$ cat config.mk
export PLATFORM = sky130hd
export DESIGN_NAME = biriscv_fetch_queue
export DESIGN_NICKNAME = d
export VERILOG_FILES = /design/src/rtl/biriscv_fetchq_pkg.sv /design/src/rtl/biriscv_fetchq_ctrl.sv /design/src/rtl/biriscv_fetch_queue.sv
export SDC_FILE = /design/constraint.sdc
export NUM_CORES = 1
export LEC_CHECK = 0
export BUFFER_PORTS_ARGS = -buffer_cell sky130_fd_sc_hd__buf_2
export CORE_UTILIZATION = 40
export CTS_CLUSTER_SIZE = 20
export DETAILED_ROUTE_END_ITERATION = 10
export GPL_TIMING_DRIVEN = 0
export MAX_ROUTING_LAYER = met4
export SETUP_SLACK_MARGIN = 0.05
export SYNTH_ARGS = -nofsm -noshare
export SYNTH_HDL_FRONTEND = slang
export SYNTH_SLANG_ARGS = --single-unit
$ cat constraint.sdc
create_clock -name clk_i -period 4.2 [get_ports clk_i]
set_clock_uncertainty 0.15 [all_clocks]
set_input_delay 0.84 -clock clk_i [delete_from_list [all_inputs] [get_ports clk_i]]
set_output_delay 0.84 -clock clk_i [all_outputs]
set_load 0.02 [all_outputs]
$ cat src/rtl/biriscv_fetchq_pkg.sv
// Shared constants and lane helpers for the fetch queue.
// The top module optionally uses BIRISCV_FETCHQ_BYPASS_EN.
package biriscv_fetchq_pkg;

  localparam int INSTR_W = 32;

  // Number of PC bits addressed inside one fetch group.
  function automatic int lane_ofs(input int lanes);
    return $clog2(lanes * (INSTR_W / 8));
  endfunction

  // Lane k's PC: group-aligned base with the lane index in the word bits.
  function automatic logic [31:0] lane_pc(input logic [31:0] pc, input int ofs, input int k);
    return ((pc >> ofs) << ofs) | (32'(k) << 2);
  endfunction

endpackage

$ cat src/rtl/biriscv_fetchq_ctrl.sv
// Fetch queue control: read/write pointers, occupancy, head retire and accept.
module biriscv_fetchq_ctrl #(
  parameter int LANES = 2,
  parameter int DEPTH = 2,
  parameter int PTR_W = $clog2(DEPTH)
) (
  input  logic             clk_i,
  input  logic             rst_ni,
  input  logic             flush_i,
  input  logic             write_i,
  input  logic [LANES-1:0] head_mask_i,
  input  logic [LANES-1:0] pop_i,
  output logic [PTR_W-1:0] rd_ptr_o,
  output logic [PTR_W-1:0] wr_ptr_o,
  output logic [PTR_W:0]   level_o,
  output logic             accept_o
);

  logic [PTR_W-1:0] r_rd_ptr;
  logic [PTR_W-1:0] r_wr_ptr;
  logic [PTR_W:0]   r_level;
  logic             w_retire;

  // Head retires once its last remaining valid lane is popped.
  assign w_retire = (r_level != '0) && (head_mask_i != '0) &&
                    ((head_mask_i & ~pop_i) == '0);
  assign accept_o = (r_level != (PTR_W+1)'(DEPTH));

  // NOTE: sequential state uses <= so every flop samples pre-edge values.
  always_ff @(posedge clk_i or negedge rst_ni) begin
    if (!rst_ni) begin
      r_rd_ptr <= '0;
      r_wr_ptr <= '0;
      r_level  <= '0;
    end else if (flush_i) begin
      r_rd_ptr <= '0;
      r_wr_ptr <= '0;
      r_level  <= '0;
    end else begin
      if (write_i)  r_wr_ptr <= r_wr_ptr + 1'b1;
      if (w_retire) r_rd_ptr <= r_rd_ptr + 1'b1;
      r_level <= r_level + (PTR_W+1)'(write_i) - (PTR_W+1)'(w_retire);
    end
  end

  assign rd_ptr_o = r_rd_ptr;
  assign wr_ptr_o = r_wr_ptr;
  assign level_o  = r_level;

endmodule

$ cat src/rtl/biriscv_fetch_queue.sv
// Multi-lane instruction fetch queue with per-lane pop and one-cycle flush.
// Define BIRISCV_FETCHQ_BYPASS_EN to forward a push into an empty queue combinationally.
module biriscv_fetch_queue
  import biriscv_fetchq_pkg::*;
#(
  parameter int LANES  = 2,
  parameter int DEPTH  = 2,
  parameter int INFO_W = 2
) (
  input  logic                    clk_i,
  input  logic                    rst_ni,
  input  logic                    flush_i,
  input  logic                    push_i,
  input  logic [31:0]             push_pc_i,
  input  logic [LANES*INSTR_W-1:0] push_instr_i,
  input  logic [LANES-1:0]        push_lane_en_i,
  input  logic                    push_fault_i,
  input  logic [LANES*INFO_W-1:0] push_info_i,
  output logic                    push_accept_o,
  output logic [LANES-1:0]        valid_o,
  output logic [LANES*32-1:0]     pc_o,
  output logic [LANES*INSTR_W-1:0] instr_o,
  output logic [LANES*INFO_W-1:0] info_o,
  input  logic [LANES-1:0]        pop_i,
  output logic [$clog2(DEPTH):0]  level_o
);

  localparam int PTR_W = $clog2(DEPTH);
  localparam int OFS   = lane_ofs(LANES);

  typedef struct packed {
    logic [31:0]              pc;
    logic [LANES*INSTR_W-1:0] instr;
    logic [LANES*INFO_W-1:0]  info;
    logic [LANES-1:0]         mask;
  } entry_t;

  entry_t                   r_mem [DEPTH];
  entry_t                   w_head;
  logic [PTR_W-1:0]         w_rd_ptr;
  logic [PTR_W-1:0]         w_wr_ptr;
  logic [PTR_W:0]           w_level;
  logic                     w_accept;
  logic [LANES-1:0]         w_push_mask;
  logic [LANES-1:0]         w_store_mask;
  logic [LANES-1:0]         w_pop_eff;
  logic [LANES*INSTR_W-1:0] w_push_instr;
  logic                     w_commit;
  logic                     w_bypass;
  logic                     w_write;

  // NOTE: every always_comb output gets a default first so no latch is inferred.
  always_comb begin
    w_push_mask = '0;
    for (int k = 0; k < LANES; k++)
      w_push_mask[k] = push_lane_en_i[k] && (32'(k) >= ((push_pc_i >> 2) & 32'(LANES-1)));
  end

  assign w_push_instr = push_fault_i ? '0 : push_instr_i;
  assign w_commit     = push_i && w_accept && !flush_i && (w_push_mask != '0);
  assign w_head       = r_mem[w_rd_ptr];

`ifdef BIRISCV_FETCHQ_BYPASS_EN
  assign w_bypass = w_commit && (w_level == '0);
`else
  assign w_bypass = 1'b0;
`endif

  // Lanes consumed straight off the bypass path never reach storage.
  assign w_store_mask = w_bypass ? (w_push_mask & ~pop_i) : w_push_mask;
  assign w_write      = w_commit && (w_store_mask != '0);
  assign w_pop_eff    = pop_i & valid_o;

  always_comb begin
    valid_o = '0;
    instr_o = w_head.instr;
    info_o  = w_head.info;
    for (int k = 0; k < LANES; k++) pc_o[k*32 +: 32] = w_head.pc;
    if (w_bypass) begin
      valid_o = w_push_mask;
      instr_o = w_push_instr;
      info_o  = push_info_i;
      for (int k = 0; k < LANES; k++) pc_o[k*32 +: 32] = lane_pc(push_pc_i, OFS, k);
    end else if (w_level != '0) begin
      valid_o = w_head.mask;
      for (int k = 0; k < LANES; k++) pc_o[k*32 +: 32] = lane_pc(w_head.pc, OFS, k);
    end
  end

  // NOTE: storage is reset so the outputs read zero out of reset; flush only clears mask and info.
  always_ff @(posedge clk_i or negedge rst_ni) begin
    if (!rst_ni) begin
      for (int i = 0; i < DEPTH; i++) r_mem[i] <= '0;
    end else if (flush_i) begin
      for (int i = 0; i < DEPTH; i++) begin
        r_mem[i].mask <= '0;
        r_mem[i].info <= '0;
      end
    end else begin
      if (!w_bypass && (w_level != '0) && (w_pop_eff != '0))
        r_mem[w_rd_ptr].mask <= w_head.mask & ~w_pop_eff;
      if (w_write)
        r_mem[w_wr_ptr] <= '{pc: push_pc_i, instr: w_push_instr,
                             info: push_info_i, mask: w_store_mask};
    end
  end

  biriscv_fetchq_ctrl #(
    .LANES (LANES),
    .DEPTH (DEPTH)
  ) u_ctrl (
    .clk_i       (clk_i),
    .rst_ni      (rst_ni),
    .flush_i     (flush_i),
    .write_i     (w_write),
    .head_mask_i (w_head.mask),
    .pop_i       (w_pop_eff),
    .rd_ptr_o    (w_rd_ptr),
    .wr_ptr_o    (w_wr_ptr),
    .level_o     (w_level),
    .accept_o    (w_accept)
  );

  assign push_accept_o = w_accept;
  assign level_o       = w_level;

endmodule
### Word-level counts from Yosys, hierarchy flattened

Cells that the tools add are included.

| cells by class | value |
|---|---|
| $add $sub $neg | 4 |
| multiply operators | 0 |
| div/mod/pow operators | 0 |
| magnitude comparators | 6 |
| equal/unequal tests | 1 |
| shifts and indexed selects | 0 |
| multiplexer cells | 22 |
| bitwise gates (word level) | 5 |
| reductions and logical operators | 19 |

Operator list:

| kind | number |
|---|---|
| two-way mux 204 bit | 3 |
| bitwise mux 204 bit | 2 |
| two-way mux 102 bit | 4 |
| demux 102 bit (select 1 bit) | 2 |
| two-way mux 64 bit | 1 |
| two-way mux 35 bit | 1 |
| two-way mux 6 bit | 2 |
| nonzero test 2 bit | 6 |
| logical AND 1 bit | 11 |
| two-way mux 2 bit | 3 |
| AND 2 bit | 2 |
| >= comparator 2 bit (second input constant) | 2 |
| less-than comparator 2 x 1 -> 1 bit (second input constant) | 2 |
| two-way mux 1 bit | 4 |
| NOT 1 -> 2 bit | 2 |
| adder 1 bit (second input constant) | 2 |
| adder 2 x 1 -> 2 bit | 1 |
| >= comparator 1 bit (first input constant) | 2 |
| zero test 2 bit | 1 |
| != test 2 bit (second input constant) | 1 |
| NOT 2 bit | 1 |
| subtractor 2 x 1 -> 2 bit | 1 |
| zero test 1 bit | 1 |

| storage, ports and cells | value |
|---|---|
| register bits | 208 |
| latch bits | 0 |
| RAM bits | 0 |
| memory bits (read-only) | 0 |
| bits of input ports | 109 |
| word-level logic and storage cells | 68 |
| memories kept | 0 |

### Depth between registers and ports, before layout

Gate-level depths: netlist of run 1.

| logic depth | value |
|---|---|
| depth in word-level cells | 14 |
| gate-level depth with buffers | 10 |
| mapped depth without buffers | 9 |

### Cells and area by module

From an unflattened synthesis of run 1, not the netlist that was laid out.

| unflattened totals | value |
|---|---|
| cells, all modules | 808 |
| area total of the unflattened synthesis | 11234.5 sq um |

Modules (own cells, without submodules):

| module | instances | cells each | area an instance (sq um) | sequential area each (sq um) |
|---|---|---|---|---|
| biriscv_fetch_queue | 1 | 786 | 11003.1 | 5104.9 |
| biriscv_fetchq_ctrl | 1 | 22 | 231.5 | 100.1 |

### Worst setup path after synthesis of run 1

No wires, ideal clock.

| timing | value |
|---|---|
| path type | reg2out |
| from | register u_ctrl.r_rd_ptr (netlist: u_ctrl.rd_ptr_o) |
| to | output port pc_o[61] |
| arrival time | 1.638 ns |
| data required time | 3.210 ns |
| setup slack | 1.572 ns |
| stages on the path, launching flop included | 6 |
| path buffers | 4 |
| cell sequence | dfrtp_1 clkbuf_1 buf_2 buf_2 mux2_1 buf_4 |

| on the way | value |
|---|---|
| word-level cells in the longest chain between the ends | 4 |

RTL lines:

| element | line | source |
|---|---|---|
| start, declared | biriscv_fetchq_ctrl.sv:19 | `logic [PTR_W-1:0] r_rd_ptr;` |
| start signal, assigned | biriscv_fetchq_ctrl.sv:41 | `if (w_retire) r_rd_ptr <= r_rd_ptr + 1'b1;` |
| NOT 1 -> 2 bit (not written as such) | biriscv_fetch_queue.sv:61 | `assign w_head = r_mem[w_rd_ptr];` |
| two-way mux 102 bit (not written as such) (3 in a row) | biriscv_fetch_queue.sv:61 |  |
| end, declared | biriscv_fetch_queue.sv:21 | `output logic [LANES*32-1:0] pc_o,` |

No other way between the ends. The select of a mux whose other input is x is not followed.

### Worst setup path in the final report of run 1

| timing | value |
|---|---|
| from | register u_ctrl.r_rd_ptr (netlist: u_ctrl.rd_ptr_o) |
| to | output port pc_o[53] |

Same word-level chain as after synthesis.

==> impl_metrics.yaml, run 1 <==
synth:
  async_flop_share_pct: 100
  synth_warnings: 0
  post_synth_num_cell_types: 35
  avgSynthCellArea_um2: 11.5
  yosysTopAreaCell: "dfrtp_1"
  synth_top_area_share_pct: 52.7
  yosysSeqAreaShare_pct: 52.7
  ys_ff_latch: 208
  synthFlopType: "dfrtp_1"
  yosys-top-cells-area: "dfrtp_1 (53%), mux2_4 (9.7%), mux2_2 (9.7%), o21ai_1 (6.9%), nand2_1 (5.1%)"
  syn_inst: 855
  synth_area_mm2: 0.00987
  synth_nets: 966
  synth_edf_count: 0
setup_path:
  crit_path_frequent_cell: "buf_2"
  rr_worst_depth: 10
  critical_path.startpoint: "u_ctrl.rd_ptr_o$_DFFE_PN0P_"
  crit_family: "buffers and inverters"
  cp.depth: 6
  critPathCaptureType: "primary output"
  crit_slowest_cell: "clkbuf_1"
  reg2reg_to: "u_ctrl.level_o[1]$_DFF_PN0_"
  timing.rr.start: "u_ctrl.rd_ptr_o$_DFFE_PN0P_"
  path_cells: "clkbuf_1 -> buf_2 -> buf_2 -> mux2_1 -> buf_4 -> buf_2"
  worst-path-max-fanout: 10
  crit_type: "flip-flop to primary output"
  critPathLaunchType: "flip-flop"
  required_ps: 3210
  crit_arrival_ps: 2840
  cpPeakStageDelay_ps: 630
  path_buf_inv: 5
  rrSetupSlack_ps: 1230
  crit_path_end: "pc_o[53]"
clock_tree:
  cts_hold_buf: 0
  cts_root_buffer: "clkbuf_16"
  clockBufferDepth: 3
  htree_levels: 1
  clock_sinks: 208
  cts_setup_buffers: 0
  cts_tree: "yes"
  cts_buffers: 24
  clk_latency_ps: 520
  clk_pin_slew_ps: 60
  ctsResizeCount: 0
detailed_routing:
  vias: 7050
  wirelength_mm: 24.7
  drc: 0
  antenna_left: 0
  drt_iter0_markers: 299
  avgViaCountPerCell: 4.80
  wl_per_cell_um: 16.8
  dr.pass1.iters: 4
placed_design:
  dp_hpwl_mm: 16.9
  place_congestion: 0.783
  preCtsSetupSlack_ps: 837
  io_buffers: 244
power_and_ir_drop:
  intPower_mw: 4.80
  powerDensity_mw_per_mm2: 568
  power_frac_seq_pct: 40.0
  p_comb_share_pct: 30.7
  switching_share_pct: 31.5
  p_clk_share_pct: 29.2
  p_sw_mw: 2.20
  p_leak_nw: 6.20
  peakVddDrop_uv: 301
sta:
  layout_worst_path_cycle_share_pct: 91.1
  relSlewSlack_pct: 38.3
  fin_crit_ps: 3830
  tightestPinTransition_ps: 925
  hold_viol: 0
  fmax_mhz: 261
  timing.final.ws_setup_ps: 374
  slew_violations: 0
  setup_viol: 0
  rsz0062_at_grt: "no"
global_route:
  grt_pass1_vias: 7257
  grt_pass1_wl_mm: 40.1
  grt_use_met3_pct: 5.13
  busiest_layer: "met2"
  antenna_found_initial: 3
  grtUsageMet1_pct: 27.5
  grt_max_degree: 119
  grt_usage_pct: 20.3
  gr-usage-met2_pct: 31.1
  grt-ovfl-total: 0
min_path:
  hold_path.class: "input pin to asynchronous set/reset pin"
final_layout:
  area_growth_pct: 24.7
  drive_above_1_share_pct: 44.1
  final_nets: 1237
  layout_common_cells: "buf_2 (266), dfrtp_1 (208), o21ai_1 (137), nand2_1 (133), mux2_2 (85)"
  layout.core_utilization_pct: 50.8
  mostFrequentLayoutCell: "buf_2"
run_status:
  status: "finished clean"
die:
  die_height_um: 159
  io_pins: 246
  rows: 57
  fp.dieW_um: 159
  start_util_pct: 40.7
  core_area_mm2: 0.0242
  die_area_mm2: 0.0253
job:
  max_cap_violations: 0
==> power by group through the flow <==
stage / registers (mW) / clock network (mW) / logic [mW]
after floorplan: 2.75 / 0 / 1.58
after global placement: 2.81 / 0 / 2.14
after detailed placement: 2.83 / 0 / 2.17
after CTS: 2.80 / 2.11 / 2.18
after global routing: 2.87 / 2.18 / 2.34
final: 2.80 / 2.05 / 2.15
==> Yosys cell counts (all sizes together), types with 5 or more instances <==
cell and instances:
buf 66, mux2 161, nor2b 5, mux2i 6, nand2b 65, nand2 133, o21ai 138, nor2 10
clkbuf 22, dfrtp 208, nand3 12, inv 8
==> worst min-delay path by stage <==
| stage | startpoint | end | slack, ps | cells past startpoint |
|---|---|---|---|---|
| 2_1_floorplan | r_mem[63]$_DFFE_PN0P_ | r_mem[63]$_DFFE_PN0P_ | 300 | 2 |
| 3_3_place_gp | r_mem[21]$_DFFE_PN0P_ | r_mem[21]$_DFFE_PN0P_ | 310 | 2 |
| 5_1_grt | rst_ni | r_mem[197]$_DFFE_PN0P_ | 340 | 1 |
| 4_1_cts | rst_ni | r_mem[197]$_DFFE_PN0P_ | 310 | 1 |
| 6_report | rst_ni | r_mem[197]$_DFFE_PN0P_ | 270 | 1 |
| 3_5_place_dp | r_mem[48]$_DFFE_PN0P_ | r_mem[48]$_DFFE_PN0P_ | 320 | 2 |
==> flip-flops by register name, indices dropped and copies added, names as in the netlist <==
name and count:
r_mem 204, u_ctrl.level_o 2, u_ctrl.rd_ptr_o 1, u_ctrl.wr_ptr_o 1
==> cell families after synthesis <==
| logic type | Yosys count | synth area share [%] |
|---|---|---|
| AOI/OAI and AO/OA | 149 | 8.19 |
| muxes | 167 | 21.4 |
| DFF | 208 | 52.7 |
| and+or+nand+nor | 230 | 11.0 |
| adders and majority gates | 2 | 0.253 |
| xor gates and xnor gates | 3 | 0.266 |
| buffers and inverters | 96 | 6.14 |
==> final cells by class <==
cell class / instances / area [um2]
antenna: 3 / 7.51
buffer: 88 / 573
clock buffer: 31 / 657
clock inverter: 10 / 114
fill: 2270 / 11900
inverter: 8 / 32.5
multi-input combinational: 551 / 4060
sequential: 208 / 5200
tap: 324 / 405
timing repair buffer: 245 / 1260
==> per-stage QoR <==
step / hold slack (ps) / std cells / cell area (um2) / power [mW] / TNS, ps
2_1_floorplan: 299 / 855 / 9870 / 4.33 / 0
3_3_place_gp: 311 / 1423 / 11500 / 4.95 / -319660
3_5_place_dp: 319 / 1424 / 11500 / 5.00 / 0
4_1_cts: 307 / 1465 / 12300 / 7.09 / 0
5_1_grt: 341 / 1468 / 12300 / 7.39 / 0
6_report: 270 / 1468 / 12300 / 7.00 / 0
==> metal layers <==
layer | part of all wire (%) | routed length (um)
met1 | 47 | 11600
met2 | 45 | 11200
met3 | 6.4 | 1580
met4 | 1.4 | 343
met5 | 0 | 0
==> worst reg2reg max path, cell delays in order, from the launching register on <==
cell,delay (ps)
dfrtp_1,320
clkbuf_1,630
mux2i_1,340
o21ai_1,120
a211oi_1,430
ha_1,310
inv_1,50
ha_1,140
xor2_1,180
xnor2_1,130
nor2_1,50
Power figures use the tool's default switching activity.
==> run 2, diff against run 1 <==
--- a/config.mk
+++ b/config.mk
@@ -9,6 +9,7 @@
 export CORE_UTILIZATION = 40
 export CTS_CLUSTER_SIZE = 20
 export DETAILED_ROUTE_END_ITERATION = 10
+export GPL_ROUTABILITY_DRIVEN = 0
 export GPL_TIMING_DRIVEN = 0
 export MAX_ROUTING_LAYER = met4
 export SETUP_SLACK_MARGIN = 0.05
==> constraint.sdc (replaced) <==
create_clock -name clk_i -period 3.9 [get_ports clk_i]
set_clock_uncertainty 0.15 [all_clocks]
set_input_delay 0.78 -clock clk_i [delete_from_list [all_inputs] [get_ports clk_i]]
set_output_delay 0.78 -clock clk_i [all_outputs]
set_load 0.02 [all_outputs]
==> impl_metrics.yaml, run 2 (same netlist as run 1, synthesis figures left out) <==
clock_tree:
  clk_latency_ps: 520
  clockBufferDepth: 3
  clk_pin_slew_ps: 60
  cts_buffers: 24
  htree_levels: 1
  cts_hold_buf: 0
  cts_root_buffer: "clkbuf_16"
  cts_setup_buffers: 0
  ctsResizeCount: 0
  cts_tree: "yes"
  clock_sinks: 208
detailed_routing:
  antenna_left: 0
  vias: 7027
  drt_iter0_markers: 311
  avgViaCountPerCell: 4.79
  drc: 0
  wirelength_mm: 24.7
  dr.pass1.iters: 4
  wl_per_cell_um: 16.8
power_and_ir_drop:
  powerDensity_mw_per_mm2: 612
  total_power_mw: 7.53
  peakVddDrop_uv: 325
  p_leak_nw: 6.20
setup_path:
  path_cells: "buf_2 -> buf_2 -> mux2_1 -> buf_4 -> buf_2"
  path_buf_inv: 4
  critical_path.startpoint: "u_ctrl.rd_ptr_o$_DFFE_PN0P_"
  timing.rr.start: "u_ctrl.rd_ptr_o$_DFFE_PN0P_"
  cpPeakStageDelay_ps: 730
  crit_slowest_cell: "dfrtp_1"
  critPathCaptureType: "primary output"
  critPathLaunchType: "flip-flop"
  worst-path-max-fanout: 10
  required_ps: 2970
  rr_worst_depth: 9
  crit_family: "buffers and inverters"
  rrSetupSlack_ps: 1170
  crit_type: "flip-flop to primary output"
  crit_path_frequent_cell: "buf_2"
  reg2reg_to: "u_ctrl.level_o[1]$_DFF_PN0_"
  crit_arrival_ps: 2600
die:
  start_util_pct: 40.7
  die_area_mm2: 0.0253
  die_height_um: 159
  core_area_mm2: 0.0242
  rows: 57
  io_pins: 246
  fp.dieW_um: 159
sta:
  rsz0062_at_grt: "no"
  layout_worst_path_cycle_share_pct: 90.6
  tightestPinTransition_ps: 920
  whs_ps: 214
  fmax_mhz: 283
  hold_viol: 0
  slew_violations: 0
  relSlewSlack_pct: 38.6
  setup_viol: 0
  fin_crit_ps: 3530
global_route:
  grt_pass1_wl_mm: 40.1
  busiest_layer: "met2"
  grt_use_met3_pct: 5.13
  gr-usage-met2_pct: 31.1
  grtUsageMet1_pct: 27.5
  grt_max_degree: 119
  grt-ovfl-total: 0
  grt_pass1_vias: 7257
  grt_usage_pct: 20.3
  antenna_found_initial: 3
final_layout:
  final_nets: 1236
  mostFrequentLayoutCell: "buf_2"
  largest-register: "r_mem"
  fin_area_mm2: 0.0123
  layout_common_cells: "buf_2 (266), dfrtp_1 (208), o21ai_1 (137), nand2_1 (133), mux2_2 (85)"
  largest_reg_flops: 204
  drive_above_1_share_pct: 44.1
  area_growth_pct: 24.7
placed_design:
  io_buffers: 244
  dpl_cell_area_mm2: 0.0115
  dp_hpwl_mm: 16.9
run_status:
  status: "finished clean"
job:
  max_cap_violations: 0
min_path:
  hold_path.class: "input pin to asynchronous set/reset pin"
[run 2: cell types whose count changed in the layout (fill, tap and decap cells not counted), sizes merged]
cell / before / now
clkbuf: 53 / 52
[run 2: worst max path at each step]
stage                            endpoint  slack [ps]  cells past startpoint
floorplan                        pc_o[61]        1330                      5
global placement    r_mem[29]$_DFFE_PN0P_       -1800                      1
detailed placement               pc_o[53]         600                      6
CTS                              pc_o[53]          50                      6
global route                     pc_o[52]         190                      5
finish                           pc_o[56]         370                      5
[run 2: report_power, final]
part / switching (mW) / total (mW) / internal, mW
sequential: 0.293 / 3.02 / 2.73
clock: 0.886 / 2.20 / 1.32
combinational: 1.19 / 2.31 / 1.12
total: 2.37 / 7.53 / 5.17
[run 2: stage by stage]
step	setup TNS [ps]	setup slack [ps]	instances	utilization, %
after floorplan	0	1330	855	-
after global placement	-369580	-1800	1423	47.4
after detailed placement	0	597	1424	47.6
after CTS	0	50.7	1465	50.7
after global routing	0	189	1467	50.8
final	0	368	1467	50.8
[run 2: layer usage]
layer / share of wire [%] / vias up
li1: - / 3418
met1: 47 / 3376
met2: 45 / 205
met3: 6.5 / 28
met4: 1.4 / 0
met5: 0 / -
[run 2: layout make-up]
cell class | instances | area [um2]
plain buffers | 87 | 569
diodes | 3 | 7.51
fillers | 2272 | 11900
well taps | 324 | 405
multi-input cells | 551 | 4060
clock inverters | 10 | 114
inverters | 8 | 32.5
clock buffers | 31 | 657
repair buffers | 245 | 1260
flip-flops and latches | 208 | 5200
==> run 3, diff against run 2 <==
--- a/config.mk
+++ b/config.mk
@@ -6,12 +6,14 @@
 export NUM_CORES = 1
 export LEC_CHECK = 0
 export BUFFER_PORTS_ARGS = -buffer_cell sky130_fd_sc_hd__buf_2
-export CORE_UTILIZATION = 40
+export CORE_UTILIZATION = 55
+export CTS_BUF_LIST = sky130_fd_sc_hd__clkbuf_4
 export CTS_CLUSTER_SIZE = 20
 export DETAILED_ROUTE_END_ITERATION = 10
 export GPL_ROUTABILITY_DRIVEN = 0
 export GPL_TIMING_DRIVEN = 0
 export MAX_ROUTING_LAYER = met4
+export PLACE_DENSITY = 0.82
 export SETUP_SLACK_MARGIN = 0.05
 export SYNTH_ARGS = -nofsm -noshare
 export SYNTH_HDL_FRONTEND = slang
==> impl_metrics.yaml, run 3 (same netlist as run 1, synthesis figures left out) <==
run_status:
  status: "finished clean"
power_and_ir_drop:
  total_power_mw: 7.13
  powerDensity_mw_per_mm2: 591
  peakVddDrop_uv: 397
  p_leak_nw: 6.21
placed_design:
  dp_hpwl_mm: 16.3
  dpl_cell_area_mm2: 0.0114
  io_buffers: 244
  preCtsSetupSlack_ps: 631
sta:
  relSlewSlack_pct: 49.1
  rsz0062_at_grt: "no"
  setup_tns_ps: 0
  tightestPinTransition_ps: 764
  fin_crit_ps: 3680
  setup_viol: 0
  slew_violations: 0
  hold_viol: 0
  layout_worst_path_cycle_share_pct: 94.4
  fmax_mhz: 272
  timing.final.ws_setup_ps: 219
clock_tree:
  cts_buffers: 53
  cts_setup_buffers: 0
  clk_latency_ps: 640
  ctsResizeCount: 0
  cts_tree: "yes"
  clk_pin_slew_ps: 70
  htree_levels: 2
  cts_hold_buf: 0
  clockBufferDepth: 3
  cts_root_buffer: "clkbuf_4"
  clock_sinks: 208
job:
  max_cap_violations: 0
detailed_routing:
  avgViaCountPerCell: 5.21
  wl_per_cell_um: 16.7
  wirelength_mm: 23.8
  drc: 0
  dr.pass1.iters: 4
  antenna_left: 0
  drt_iter0_markers: 331
  vias: 7427
setup_path:
  timing.rr.start: "u_ctrl.rd_ptr_o$_DFFE_PN0P_"
  crit_type: "flip-flop to primary output"
  rr_worst_depth: 9
  critPathLaunchType: "flip-flop"
  rrSetupSlack_ps: 1280
  critPathCaptureType: "primary output"
  reg2reg_to: "u_ctrl.level_o[1]$_DFF_PN0_"
  crit_arrival_ps: 2750
  critical_path.startpoint: "u_ctrl.rd_ptr_o$_DFFE_PN0P_"
  worst-path-max-fanout: 10
  required_ps: 2970
die:
  start_util_pct: 56.7
  rows: 48
  core_area_mm2: 0.0174
  die_height_um: 136
  die_area_mm2: 0.0185
  io_pins: 246
  fp.dieW_um: 136
global_route:
  grt_max_degree: 111
  grt-ovfl-total: 0
  grt_pass1_vias: 7457
  grt_pass1_wl_mm: 37.6
  grt_usage_pct: 27.1
  antenna_found_initial: 4
final_layout:
  fin_area_mm2: 0.0121
  area_growth_pct: 22.2
  drive_above_1_share_pct: 45.4
  final_nets: 1265
  mostFrequentLayoutCell: "buf_2"
  layout_common_cells: "buf_2 (266), dfrtp_1 (208), o21ai_1 (137), nand2_1 (133), mux2_2 (85)"
  largest-register: "r_mem"
  layout.core_utilization_pct: 69.3
  largest_reg_flops: 204
  nFillCells: 1347
min_path:
  hold_path.class: "input pin to asynchronous set/reset pin"
-- run 3: changes by cell type in the layout (fill, tap and decap cells not counted), sizes merged --
cell,delta
clkinv,+16
clkinvlp,-1
bufinv,-2
inv,+1
clkbuf,+43
diode,+1
-- run 3: routing by layer --
metal  global-route usage, %  vias to the layer above  part of all wire [%]  wire (um)
met5                       -                        -                     0          0
met2                    41.6                      281                    47      11200
met4                    9.14                        0                   2.3        558
li1                        -                     3518                     -          -
met3                    7.49                       54                   7.4       1770
met1                    34.6                     3574                    43      10300
-- run 3: how the worst max path moves through the flow --
stage	to	cells past startpoint
final	pc_o[55]	5
after CTS	pc_o[60]	5
after floorplan	pc_o[61]	5
after global placement	r_mem[130]$_DFFE_PN0P_	1
after global routing	pc_o[55]	5
after detailed placement	pc_o[60]	6
-- run 3: through the flow --
stage	cells	hold WS [ps]
finish	1426	1.64
detailed placement	1325	320
floorplan	855	299
global placement	1324	310
CTS	1422	10.3
global route	1426	15.9
-- run 3: critical path: stages, from the launching register on --
cell and delay (ps):
dfrtp_1 710, buf_2 350, buf_2 320, mux2_1 430, buf_4 150, buf_2 150
-- run 3: layout make-up --
class	instances	area [um2]	area share, %
Antenna cell	4	10.0	0.0830
Buffer	87	569	4.72
Clock buffer	74	556	4.60
Clock inverter	24	93.8	0.778
Inverter	8	32.5	0.270
Multi-Input combinational cell	551	4060	33.6
Sequential cell	208	5200	43.1
Tap cell	225	282	2.33
Timing Repair Buffer	245	1260	10.4
-- run 3: report_power, final --
part | internal, mW | switching [mW] | leakage [nW]
registers | 2.73 | 0.312 | 2.68
clock network | 0.882 | 0.880 | 0.388
logic | 1.12 | 1.20 | 3.14
total | 4.73 | 2.40 | 6.21
